[src/rtl/shift_out_pkg.sv]
`default_nettype none
// ============================================================================
// Module   : shift_out_pkg
// Purpose  : Shared definitions for the shift_out serial transmitter:
//            FSM state encoding and the bit-counter width helper.
// Revision : 1.0 - initial release
// ============================================================================
package shift_out_pkg;

  // Transmitter control states.
  typedef enum logic [0:0] {
    IDLE  = 1'b0,
    SHIFT = 1'b1
  } state_t;

  // Width of a counter that must reach width-1. A floor of one bit keeps the
  // counter a legal vector even for degenerate widths.
  function automatic int cnt_width(input int width);
    return (width < 2) ? 1 : $clog2(width);
  endfunction

endpackage
`default_nettype wire

[src/rtl/shift_out_bit_counter.sv]
`default_nettype none
// ============================================================================
// Module   : bit_counter
// Purpose  : Up-counter with synchronous clear and a terminal-count flag.
// Ports    : i_clock  - clock (rising edge)
//            i_reset  - synchronous active-high reset, clears the count
//            i_clear  - synchronous clear, wins over i_en
//            i_en     - count enable
//            o_count  - current count
//            o_tc     - high while the count equals TERMINAL
// Revision : 1.0 - initial release
// ============================================================================
module bit_counter
  import shift_out_pkg::*;
#(
  parameter int WIDTH    = 3,
  parameter int TERMINAL = 7
) (
  input  logic             i_clock,
  input  logic             i_reset,
  input  logic             i_clear,
  input  logic             i_en,
  output logic [WIDTH-1:0] o_count,
  output logic             o_tc
);

  localparam logic [WIDTH-1:0] c_TC = WIDTH'(TERMINAL);

  logic [WIDTH-1:0] r_count;

  always_ff @(posedge i_clock) begin
    if (i_reset) begin
      r_count <= '0;
    end else if (i_clear) begin
      r_count <= '0;
    end else if (i_en) begin
      r_count <= r_count + 1'b1;
    end
  end

  assign o_count = r_count;
  assign o_tc    = (r_count == c_TC);

endmodule
`default_nettype wire

[src/rtl/shift_out.sv]
`default_nettype none
// ============================================================================
// Module   : shift_out
// Purpose  : Parallel-in, serial-out transmitter. Accepts a WIDTH-bit word
//            through a load/ready handshake and emits it one bit per clock,
//            framed by o_valid. i_E low freezes a word in flight. The next
//            word may be accepted during the last-bit cycle for gapless
//            streaming.
// Config   : SHIFT_OUT_MSB_FIRST_EN - defined: MSB first; undefined: LSB first
// Ports    : i_clock  - clock (rising edge)
//            i_reset  - synchronous active-high reset
//            i_D      - parallel word, sampled only on an accepted load
//            i_load   - load request
//            i_E      - shift enable
//            o_ready  - a load is accepted this cycle if requested
//            o_Q      - current serial bit (0 when idle)
//            o_QNOT   - ~o_Q
//            o_valid  - o_Q carries a word bit
//            o_done   - last bit of the word is being consumed this cycle
//            o_return - copy of o_Q
// Revision : 1.0 - initial release
// ============================================================================
module shift_out
  import shift_out_pkg::*;
#(
  parameter int WIDTH = 8
) (
  input  logic             i_clock,
  input  logic             i_reset,
  input  logic [WIDTH-1:0] i_D,
  input  logic             i_load,
  input  logic             i_E,
  output logic             o_ready,
  output logic             o_Q,
  output logic             o_QNOT,
  output logic             o_valid,
  output logic             o_done,
  output logic             o_return
);

  localparam int c_CNT_W = cnt_width(WIDTH);

  state_t             r_state;
  state_t             w_state_nxt;
  logic [WIDTH-1:0]   r_sr;
  logic [WIDTH-1:0]   w_sr_shifted;
  logic               w_sr_out;
  logic [c_CNT_W-1:0] w_cnt;
  logic               w_tc;
  logic               w_shift;
  logic               w_last;
  logic               w_ready;
  logic               w_accept;
  logic               w_unused_cnt;

  // A bit is consumed only while shifting with the enable high; the word
  // ends when that happens on the terminal count.
  assign w_shift  = (r_state == SHIFT) & i_E;
  assign w_last   = w_shift & w_tc;
  assign w_ready  = (r_state == IDLE) | w_last;
  assign w_accept = i_load & w_ready;

  // Cleared on every word boundary so a following word (or the next load
  // from IDLE) always starts counting at zero.
  bit_counter #(
    .WIDTH    (c_CNT_W),
    .TERMINAL (WIDTH - 1)
  ) u_bit_counter (
    .i_clock (i_clock),
    .i_reset (i_reset),
    .i_clear (w_accept | w_last),
    .i_en    (w_shift),
    .o_count (w_cnt),
    .o_tc    (w_tc)
  );

  // Only the terminal flag steers the FSM; the raw count is informational.
  assign w_unused_cnt = ^w_cnt;

`ifdef SHIFT_OUT_MSB_FIRST_EN
  assign w_sr_shifted = {r_sr[WIDTH-2:0], 1'b0};
  assign w_sr_out     = r_sr[WIDTH-1];
`else
  assign w_sr_shifted = {1'b0, r_sr[WIDTH-1:1]};
  assign w_sr_out     = r_sr[0];
`endif

  // A new word overrides the shift of the outgoing last bit.
  always_ff @(posedge i_clock) begin
    if (i_reset) begin
      r_sr <= '0;
    end else if (w_accept) begin
      r_sr <= i_D;
    end else if (w_shift) begin
      r_sr <= w_sr_shifted;
    end
  end

  always_ff @(posedge i_clock) begin
    if (i_reset) begin
      r_state <= IDLE;
    end else begin
      r_state <= w_state_nxt;
    end
  end

  always_comb begin
    w_state_nxt = r_state;
    case (r_state)
      IDLE: begin
        if (w_accept) begin
          w_state_nxt = SHIFT;
        end
      end
      SHIFT: begin
        if (w_last) begin
          w_state_nxt = w_accept ? SHIFT : IDLE;
        end
      end
      default: begin
        w_state_nxt = IDLE;
      end
    endcase
  end

  assign o_ready  = w_ready;
  assign o_valid  = (r_state == SHIFT);
  assign o_Q      = o_valid & w_sr_out;
  assign o_QNOT   = ~o_Q;
  assign o_return = o_Q;
  assign o_done   = w_last;

endmodule
`default_nettype wire
[config.mk]
export PLATFORM = sky130hd
export DESIGN_NAME = shift_out
export DESIGN_NICKNAME = d
export VERILOG_FILES = /design/src/rtl/shift_out_pkg.sv /design/src/rtl/shift_out_bit_counter.sv /design/src/rtl/shift_out.sv
export SDC_FILE = /design/constraint.sdc
export NUM_CORES = 1
export LEC_CHECK = 0
export ABC_AREA = 1
export BUFFER_PORTS_ARGS = -buffer_cell sky130_fd_sc_hd__buf_2
export CORE_MARGIN = 2
export CORE_UTILIZATION = 47
export CTS_BUF_LIST = sky130_fd_sc_hd__clkbuf_8
export DETAILED_ROUTE_END_ITERATION = 10
export PLACE_DENSITY = 0.76
export SYNTH_ARGS = -nofsm -noshare
export SYNTH_HDL_FRONTEND = slang
export SYNTH_SLANG_ARGS = --single-unit
[constraint.sdc]
create_clock -name i_clock -period 1.4 [get_ports i_clock]
set_input_delay 0.35 -clock i_clock [delete_from_list [all_inputs] [get_ports i_clock]]
set_output_delay 0.35 -clock i_clock [all_outputs]
set_load 0.03 [all_outputs]
==> results.md, run 1 <==
Run status:
- The run finished, with violations left.
- The checks that failed: negative setup slack.

STA:
- After layout, the worst path uses 107% of the clock period.
- The worst-margin pin slew is 0.300 ns.
- The headroom to the max-slew limit is 80.0%.
- Setup repair after global routing could not meet its margin everywhere.
- Setup violations remaining at the end of the flow were counted as 7.
- The hold violation total from the final report is 0.
- The clock arrives with 0.00236 ns of skew.
- The time the worst path needs with I/O delays and setup is 1.50 ns.
- The final count of pins violating max slew was 0.
- The fmax is 666 MHz.
- The final critical-path setup slack is -0.101 ns.

Worst setup path:
- The worst endpoint data arrival time is 1.15 ns.
- The critical path's most frequent cell is sky130_fd_sc_hd__ha_4.
- The startpoint identified for the worst register-to-register timing path is u_bit_counter.o_count[1].
- Of all nets on the critical path, the largest fanout is 3.
- The critical path startpoint category is a flip-flop.
- Setup slack on the worst reg-to-reg path comes out at -0.03 ns.
- Traced cell by cell, the critical path runs through ha_4 -> ha_4 -> nand3_4 -> nand2_4 -> buf_6.
- The slowest stage of the critical path belongs to the cell sky130_fd_sc_hd__dfxtp_2.
- The maximum single-stage delay on the critical path is 0.33 ns.
- The kind of capture point of the worst setup path is an output port.
- The launch point of the critical path is u_bit_counter.o_count[1].
- The worst setup path is of the reg2out kind.
- The critical path required time is 1.05 ns.

Floorplanning:
- The die span in y is 40.8 um.
- Once the floorplan was initialized, standard cells occupied 49.6% of the core.
- The floorplan has 13 rows.
- The die area is 1670 um2.
- The core footprint is 1280 um2.
- The width of the chip is 40.8 um.
- The I/O pin total is 18.

Placement:
- Summed over all nets, the half-perimeter wirelength after detailed placement is 944 um.
- The worst slack after detailed placement is -0.00723 ns.
- The number of input and output port buffers inserted is 17.
- After detailed placement, the design holds a cell count of 121.
- The congestion estimate from routability-driven global placement came to 0.688.

Final layout:
- The final layout contains 129 nets.
- The number of antenna diodes in the final layout is 0.
- Cells fill 69.7% of the core in the end.
- Once layout is complete, the cells apart from fillers number 129.
- The sequential cell area is 244 um2.
- From synthesis to final layout, the design area changed by 40.7%.
- Summing all multi-input logic gate instances after layout gives 387 um2.
- The filler cell count is 109.
- The fraction of layout cells with a size suffix above 1 is 40.4%.

Logic synthesis:
- Multiplexer cells account for 0% of the synthesized area.
- Ranked by instance count, the synthesized netlist is headed by sky130_fd_sc_hd__nand2_1 (26), sky130_fd_sc_hd__nand3_1 (16), sky130_fd_sc_hd__dfxtp_1 (12), sky130_fd_sc_hd__a21oi_1 (10), sky130_fd_sc_hd__inv_1 (10).
- Each instance of the synthesized netlist takes up on average 7.00 um2.
- The share of the synthesized area in compound gates (AO/OA/AOI/OAI) is 9.23%.
- The count of yosys warnings during synthesis is 0.
- The post-synthesis xor/xnor area fraction is 1.38%.
- The library cell with the largest summed area after synthesis is sky130_fd_sc_hd__dfxtp_1.
- The mapped cell area is 637 um2.
- Yosys attributes the largest share of cell area to sky130_fd_sc_hd__dfxtp_1 (38%), sky130_fd_sc_hd__nand2_1 (15%), sky130_fd_sc_hd__nand3_1 (13%), sky130_fd_sc_hd__a21oi_1 (7.9%), sky130_fd_sc_hd__inv_1 (5.9%).
- In this run, synthesis inferred 0 flip-flops with an integrated enable.
- The cell count after synthesis is 91.
- Synthesis produced a netlist with a net count of 105.
- The number of distinct library cell variants in the gate-level netlist after synthesis is 18.
- Of the total synthesized cell area, the portion taken by full adders, half adders and majority gates is 3.93%.
- The part of the Yosys area used for sequential elements is 37.7%.
- The top cell type by area accounts for 37.7% of the synthesized area.
- The number of synthesized register bits is 12.
- Among all flip-flop cells after synthesis, the most frequent one is sky130_fd_sc_hd__dfxtp_1.
- Counting flops with an async set or reset pin after synthesis yields a share of 0%.
- The most frequent cell after synthesis is sky130_fd_sc_hd__nand2_1.
- After synthesis, the largest family of logic cells by area is simple AND/OR/NAND/NOR gates.
- The simple logic cell fraction of the synthesized area is 35.0%.

Clock tree:
- The CTS tree is built.
- The number of clock buffers inserted by TritonCTS is 3.
- The number of sinks on the clock net is 12.
- CTS built an H-tree with a depth of 1.
- The worst-case clock buffer depth is 2.
- For this design, the CTS-stage hold fixing added 0 buffers.
- The clock latency of the later-clocked register in the worst-skew pair is 0.24 ns.
- In this run the clock root is driven by a sky130_fd_sc_hd__clkbuf_8.
- After clock tree synthesis, the clock-pin slew on the worst setup and hold paths is 0.05 ns.

Detailed routing:
- After detailed routing, the number of vias per cell comes to 4.95.
- The first-pass iteration count of the detailed router is 2.
- For this block, the via count after detailed routing is 639.
- Once detail routing completed, the nets flagged for antenna violations numbered 0.
- After detailed routing, the number of remaining DRC violations is 0.
- The routed design has 1.49 mm of wire.
- The final routed wire length divided by cell count is 11.5 um.
- The number of design-rule violations left by the first detailed-router iteration is 4.

Power:
- Per report_power, the combinational group accounts for 17.7% of the total.
- In this run the static leakage power is 0.000434 uW.
- Internal power comes to 677 uW.
- Registers are responsible for 41.6% of the overall power.
- VDD sags by at most 0.000678 V.
- The clock network burns 40.8% of the power.
- Of the total power, the share spent switching nets is 26.0%.
- In this run the power density over the cells is 1020 nW/um2.
- For this design the total switching power over the nets is 238 uW.
- The overall power of the completed layout is 915 uW.

Global routing:
- The initial antenna violation count was 0.
- The total grt overflow is 0.
- The number of global-route vias before repair is 551.
- Entering global routing, the biggest net connects 17 pins.
- The overall track demand over capacity in global routing is 20.3%.
- The first global-routing pass estimated 2.16 mm of wire.

Min path:
- The startpoint of the most critical hold path is i_D[7].
- The worst hold path belongs to the class in2reg.

Flow run:
- Across the run, the number of max-cap violations was 0.
## placed cells by master, fill, tap and decap left out
cell	instances
sky130_fd_sc_hd__a21oi_2	4
sky130_fd_sc_hd__nand3b_1	1
sky130_fd_sc_hd__dfxtp_2	3
sky130_fd_sc_hd__nand2_2	2
sky130_fd_sc_hd__inv_1	8
sky130_fd_sc_hd__nand2_1	25
sky130_fd_sc_hd__buf_6	2
sky130_fd_sc_hd__xor2_1	1
sky130_fd_sc_hd__buf_2	15
sky130_fd_sc_hd__nand2_4	2
sky130_fd_sc_hd__clkbuf_8	4
sky130_fd_sc_hd__buf_4	7
sky130_fd_sc_hd__ha_4	2
sky130_fd_sc_hd__nor2_1	1
sky130_fd_sc_hd__inv_2	3
sky130_fd_sc_hd__nand3_4	1
sky130_fd_sc_hd__dfxtp_1	9
sky130_fd_sc_hd__nand3_1	16
sky130_fd_sc_hd__a21oi_1	7
sky130_fd_sc_hd__nand2_8	1
## metrics by stage
step           hold slack, ns  cell area (um2)  setup TNS [ns]
2_1_floorplan           0.444              641               0
3_3_place_gp            0.456              734               0
3_5_place_dp            0.476              734        -0.00723
4_1_cts                 0.385              866          -0.189
5_1_grt                 0.411              896          -0.854
6_report                0.388              896          -0.243
## per-layer routing
| metal | global-route usage (%) | up-vias | part of all wire, % | wire length, um |
|---|---|---|---|---|
| met1 | 22.6 | 290 | 45 | 675 |
| met5 | 0 | - | 0 | 0 |
| li1 | - | 335 | - | - |
| met2 | 35.5 | 12 | 51 | 753 |
| met3 | 3.26 | 2 | 3.0 | 45 |
| met4 | 12.5 | 0 | 0.87 | 13 |
## critical path, delay by kind of cell, from the launching register on
kind	cells	cell delay, ns
fa+ha+maj	2	0.31
buf+inv	1	0.14
flops	1	0.33
simple gates	2	0.13
## cell type report
class / count / area share, %
sequential: 12 / 27.2
clock buffer: 4 / 6.15
tap: 15 / 2.09
multi-input combinational: 63 / 43.2
inverter: 11 / 4.61
timing repair buffer: 24 / 16.8
## power groups by stage
| stage | sequential [uW] | combinational, uW | clock (uW) |
|---|---|---|---|
| global route | 382 | 176 | 394 |
| global placement | 384 | 134 | 0 |
| CTS | 379 | 150 | 379 |
| floorplan | 386 | 97.9 | 0 |
| detailed placement | 384 | 138 | 0 |
| finish | 380 | 162 | 373 |
## kinds of logic after synthesis
family          Yosys count
compound gates           11
xor+xnor                  1
fa+ha+maj                 2
buf+inv                  17
flops                    12
simple gates             48
## flip-flops by register name (all words and copies together) (netlist names)
register	count
o_valid	1
r_sr	8
u_bit_counter.o_count	3
## path summary, 6_finish.rpt
kind                                 to  cells after the start
worst max-delay path            o_ready                      5
worst min-delay path            r_sr[7]                      3
worst max register to register  r_sr[1]                      9
worst min register to register  r_sr[6]                      2
## timing repair
action	in CTS	in global routing
cloned	0	1
setup endpoints to repair	2	13
gates resized for setup	13	4
setup buffers	2	1
pin swaps	1	3
Note: power is estimated with default switching activity, not from simulation.
==> run 2, diff against run 1 <==
==> constraint.sdc (replaced) <==
create_clock -name i_clock -period 1.4 [get_ports i_clock]
set_input_delay 0.14 -clock i_clock [delete_from_list [all_inputs] [get_ports i_clock]]
set_output_delay 0.14 -clock i_clock [all_outputs]
set_load 0.03 [all_outputs]
==> run 2 against run 1 <==
  * The flow now finishes without violations
  * Global-route usage is 0.16 points lower
  * Critical path depth did not move
  * Power decreased by 1.6%
  * Flip-flop and latch count stayed put
  * Maximum frequency up 10%
  * Clock power up 1%
  * Largest cell class unchanged
==> results.md, run 2 (same netlist as run 1, synthesis figures left out) <==
Run status:
- The run finished with clean final reports.

STA:
- In the finished design, the share of the clock period the worst path needs comes to 97.1%.
- For the pin with the worst max-slew slack, the measured transition is 0.297 ns.
- The headroom to the max-slew limit is 80.2%.
- The final count of pins violating max slew is 0.
- The hold violation total from the final report was 0.
- The aggregate negative setup slack is 0 ns.
- The fmax is 736 MHz.
- The clock arrives with 0.00487 ns of skew.
- The time the worst path needs with I/O delays and setup is 1.36 ns.
- The final number of setup-violating endpoints is 0.
- Hold is met by 0.168 ns.

Worst setup path:
- The category of the critical setup timing path is reg2out.
- The worst endpoint data arrival time is 1.22 ns.
- The maximum single-stage delay on the critical path is 0.36 ns.
- The critical path goes through ha_4 -> ha_4 -> nand3_4 -> nand2_4 -> buf_6.
- The critical path startpoint category is a flip-flop.
- The critical-path maximum fanout is 5.
- The standard cell with the maximum stage delay on the critical path is sky130_fd_sc_hd__dfxtp_2.
- The kind of capture point of the worst setup path is an output port.
- The family with the most delay on the worst path is flip-flops.
- Together, buffers and inverters on the worst path number 1.
- The critical path's most frequent cell is sky130_fd_sc_hd__ha_4.
- The critical path required time is 1.26 ns.

Final layout:
- The library cell used most frequently in the layout, excluding fill and tap cells, is sky130_fd_sc_hd__nand2_1.
- Of the cells placed in the final design, the portion with a size suffix greater than 1 is 33.6%.
- The final net count is 125.
- Once layout is done, the placed cells without fillers occupy 843 um2.
- The layout has 115 filler cells.
- Once layout is complete, the cells apart from fillers number 125.
- The number of antenna diodes in the final layout is 0.
- More flip-flops sit in one register than any other, and that register is r_sr.
- In the layout the commonest cells are sky130_fd_sc_hd__nand2_1 (25), sky130_fd_sc_hd__nand3_1 (16), sky130_fd_sc_hd__buf_2 (16).
- The flip-flop count of the largest register, all copies and words added is 8.
- The area growth from synthesis to layout is 32.4%.

Floorplanning:
- Once the floorplan was initialized, standard cells occupied 49.6% of the core.
- The die span in y is 40.8 um.
- The floorplan step defined a core boundary enclosing 1280 um2.
- The I/O pin total is 18.
- The floorplan has 13 rows.
- The die is 40.8 um wide.
- The die area is 1670 um2.

Clock tree:
- The library cell used as clock root buffer is sky130_fd_sc_hd__clkbuf_8.
- The clock latency of the later-clocked register in the worst-skew pair is 0.24 ns.
- The clock passes through at most 2 buffers.
- The clock transition at the registers of the reported paths is 0.06 ns.
- The number of clock buffers inserted by TritonCTS is 3.
- The number of sinks on the clock net is 12.
- The number of buffers inserted by hold repair at cts is 0.
- In this run the number of H-tree levels came out at 1.
- The CTS tree is built.

Detailed routing:
- After detailed routing, the number of vias per cell comes to 4.83.
- For this block, the via count after detailed routing is 604.
- For this block, the initial DRC count from the detailed router was 13.
- After detailed routing, the number of remaining DRC violations is 0.
- The count of nets left with antenna violations once routing finished came out at 0.
- After detailed routing, the average wire length per cell comes to 10.8 um.
- After detailed routing, the total wire length is 1.35 mm.
- The first-pass iteration count of the detailed router is 4.

Power:
- Summed over all cells, the static leakage comes to 0.000415 uW.
- IR analysis of the VDD net gives a maximum drop of 0.000573 V.
- The total power per unit cell area is 1070 nW/um2.

Global routing:
- The overall track demand over capacity in global routing is 20.2%.
- Summed over all layers, the global routing overflow is 0.
- The global-route wire length before repair is 2.21 mm.
- The initial antenna violation count is 0.
- The number of global-route vias before repair was 543.
- Entering global routing, the biggest net connects 17 pins.

Placement:
- The sum of net half-perimeters after detailed placement is 914 um.
- The area of placed instances is 726 um2.
- The placer congestion estimate is 0.797.
- The count of buffers added on input and output ports is 17.
- In this run, placement finished with an instance count of 120.

Flow run:
- The tool flagged a number of max-cap violations equal to 0.

Min path:
- The class of the tightest hold or removal check is in2reg.
run 2: cell count changes in the layout (fill, tap and decap cells not counted), sizes merged:
cell	previous run	this run
buf	24	21
nand2	30	29
run 2: power by group:
| part | leakage (uW) | total [uW] | internal (uW) | switching (uW) |
|---|---|---|---|---|
| combinational | 0.000286 | 144 | 56.7 | 86.9 |
| sequential | 0.0000998 | 380 | 364 | 16.1 |
| clock | 0.0000288 | 377 | 248 | 129 |
| total | 0.000415 | 900 | 669 | 232 |
run 2: routing by layer:
metal | part of all wire [%] | global-route usage, % | vias to the layer above | wire (um)
li1 | - | - | 326 | -
met1 | 49 | 24.8 | 256 | 655
met2 | 44 | 31.3 | 18 | 590
met3 | 5.3 | 5.43 | 4 | 72
met4 | 2.2 | 11.7 | 0 | 29
met5 | 0 | 0 | - | 0
run 2: worst paths after layout:
path                                 start  endpoint  slack, ns  cells after the start
hold / removal                      i_D[7]   r_sr[7]       0.17                      3
setup reg to reg  u_bit_counter.o_count[0]   r_sr[0]       0.08                      8
setup / recovery  u_bit_counter.o_count[0]   o_ready       0.04                      5
hold reg to reg                    r_sr[5]   r_sr[5]       0.48                      2
run 2: cell type report:
class | count | area (um2) | area share, %
inverters | 11 | 41.3 | 4.90
flip-flops and latches | 12 | 243 | 28.8
repair buffers | 21 | 121 | 14.4
clock buffers | 4 | 55.1 | 6.53
well taps | 15 | 18.8 | 2.23
multi-input cells | 62 | 364 | 43.2
run 2: worst min-delay path, delay by kind of cell:
kind / cells / cell delay, ns
compound gates: 1 / 0.06
buf+inv: 1 / 0.09
simple gates: 1 / 0.07
run 2: per-stage QoR:
stage	util [%]	total power (uW)	setup WS [ns]
2_1_floorplan	-	484	0.0260
5_1_grt	65.6	946	-0.0100
6_report	65.6	900	0.0405
3_5_place_dp	56.5	519	0.0142
4_1_cts	62.5	899	0.00137
3_3_place_gp	56.5	517	0.0694
run 2: what timing repair did:
item | CTS | global route
setup endpoints to repair | 1 | 12
resized for setup | 5 | 6
pin swaps | 1 | 1
buffers inserted | 1 | 0
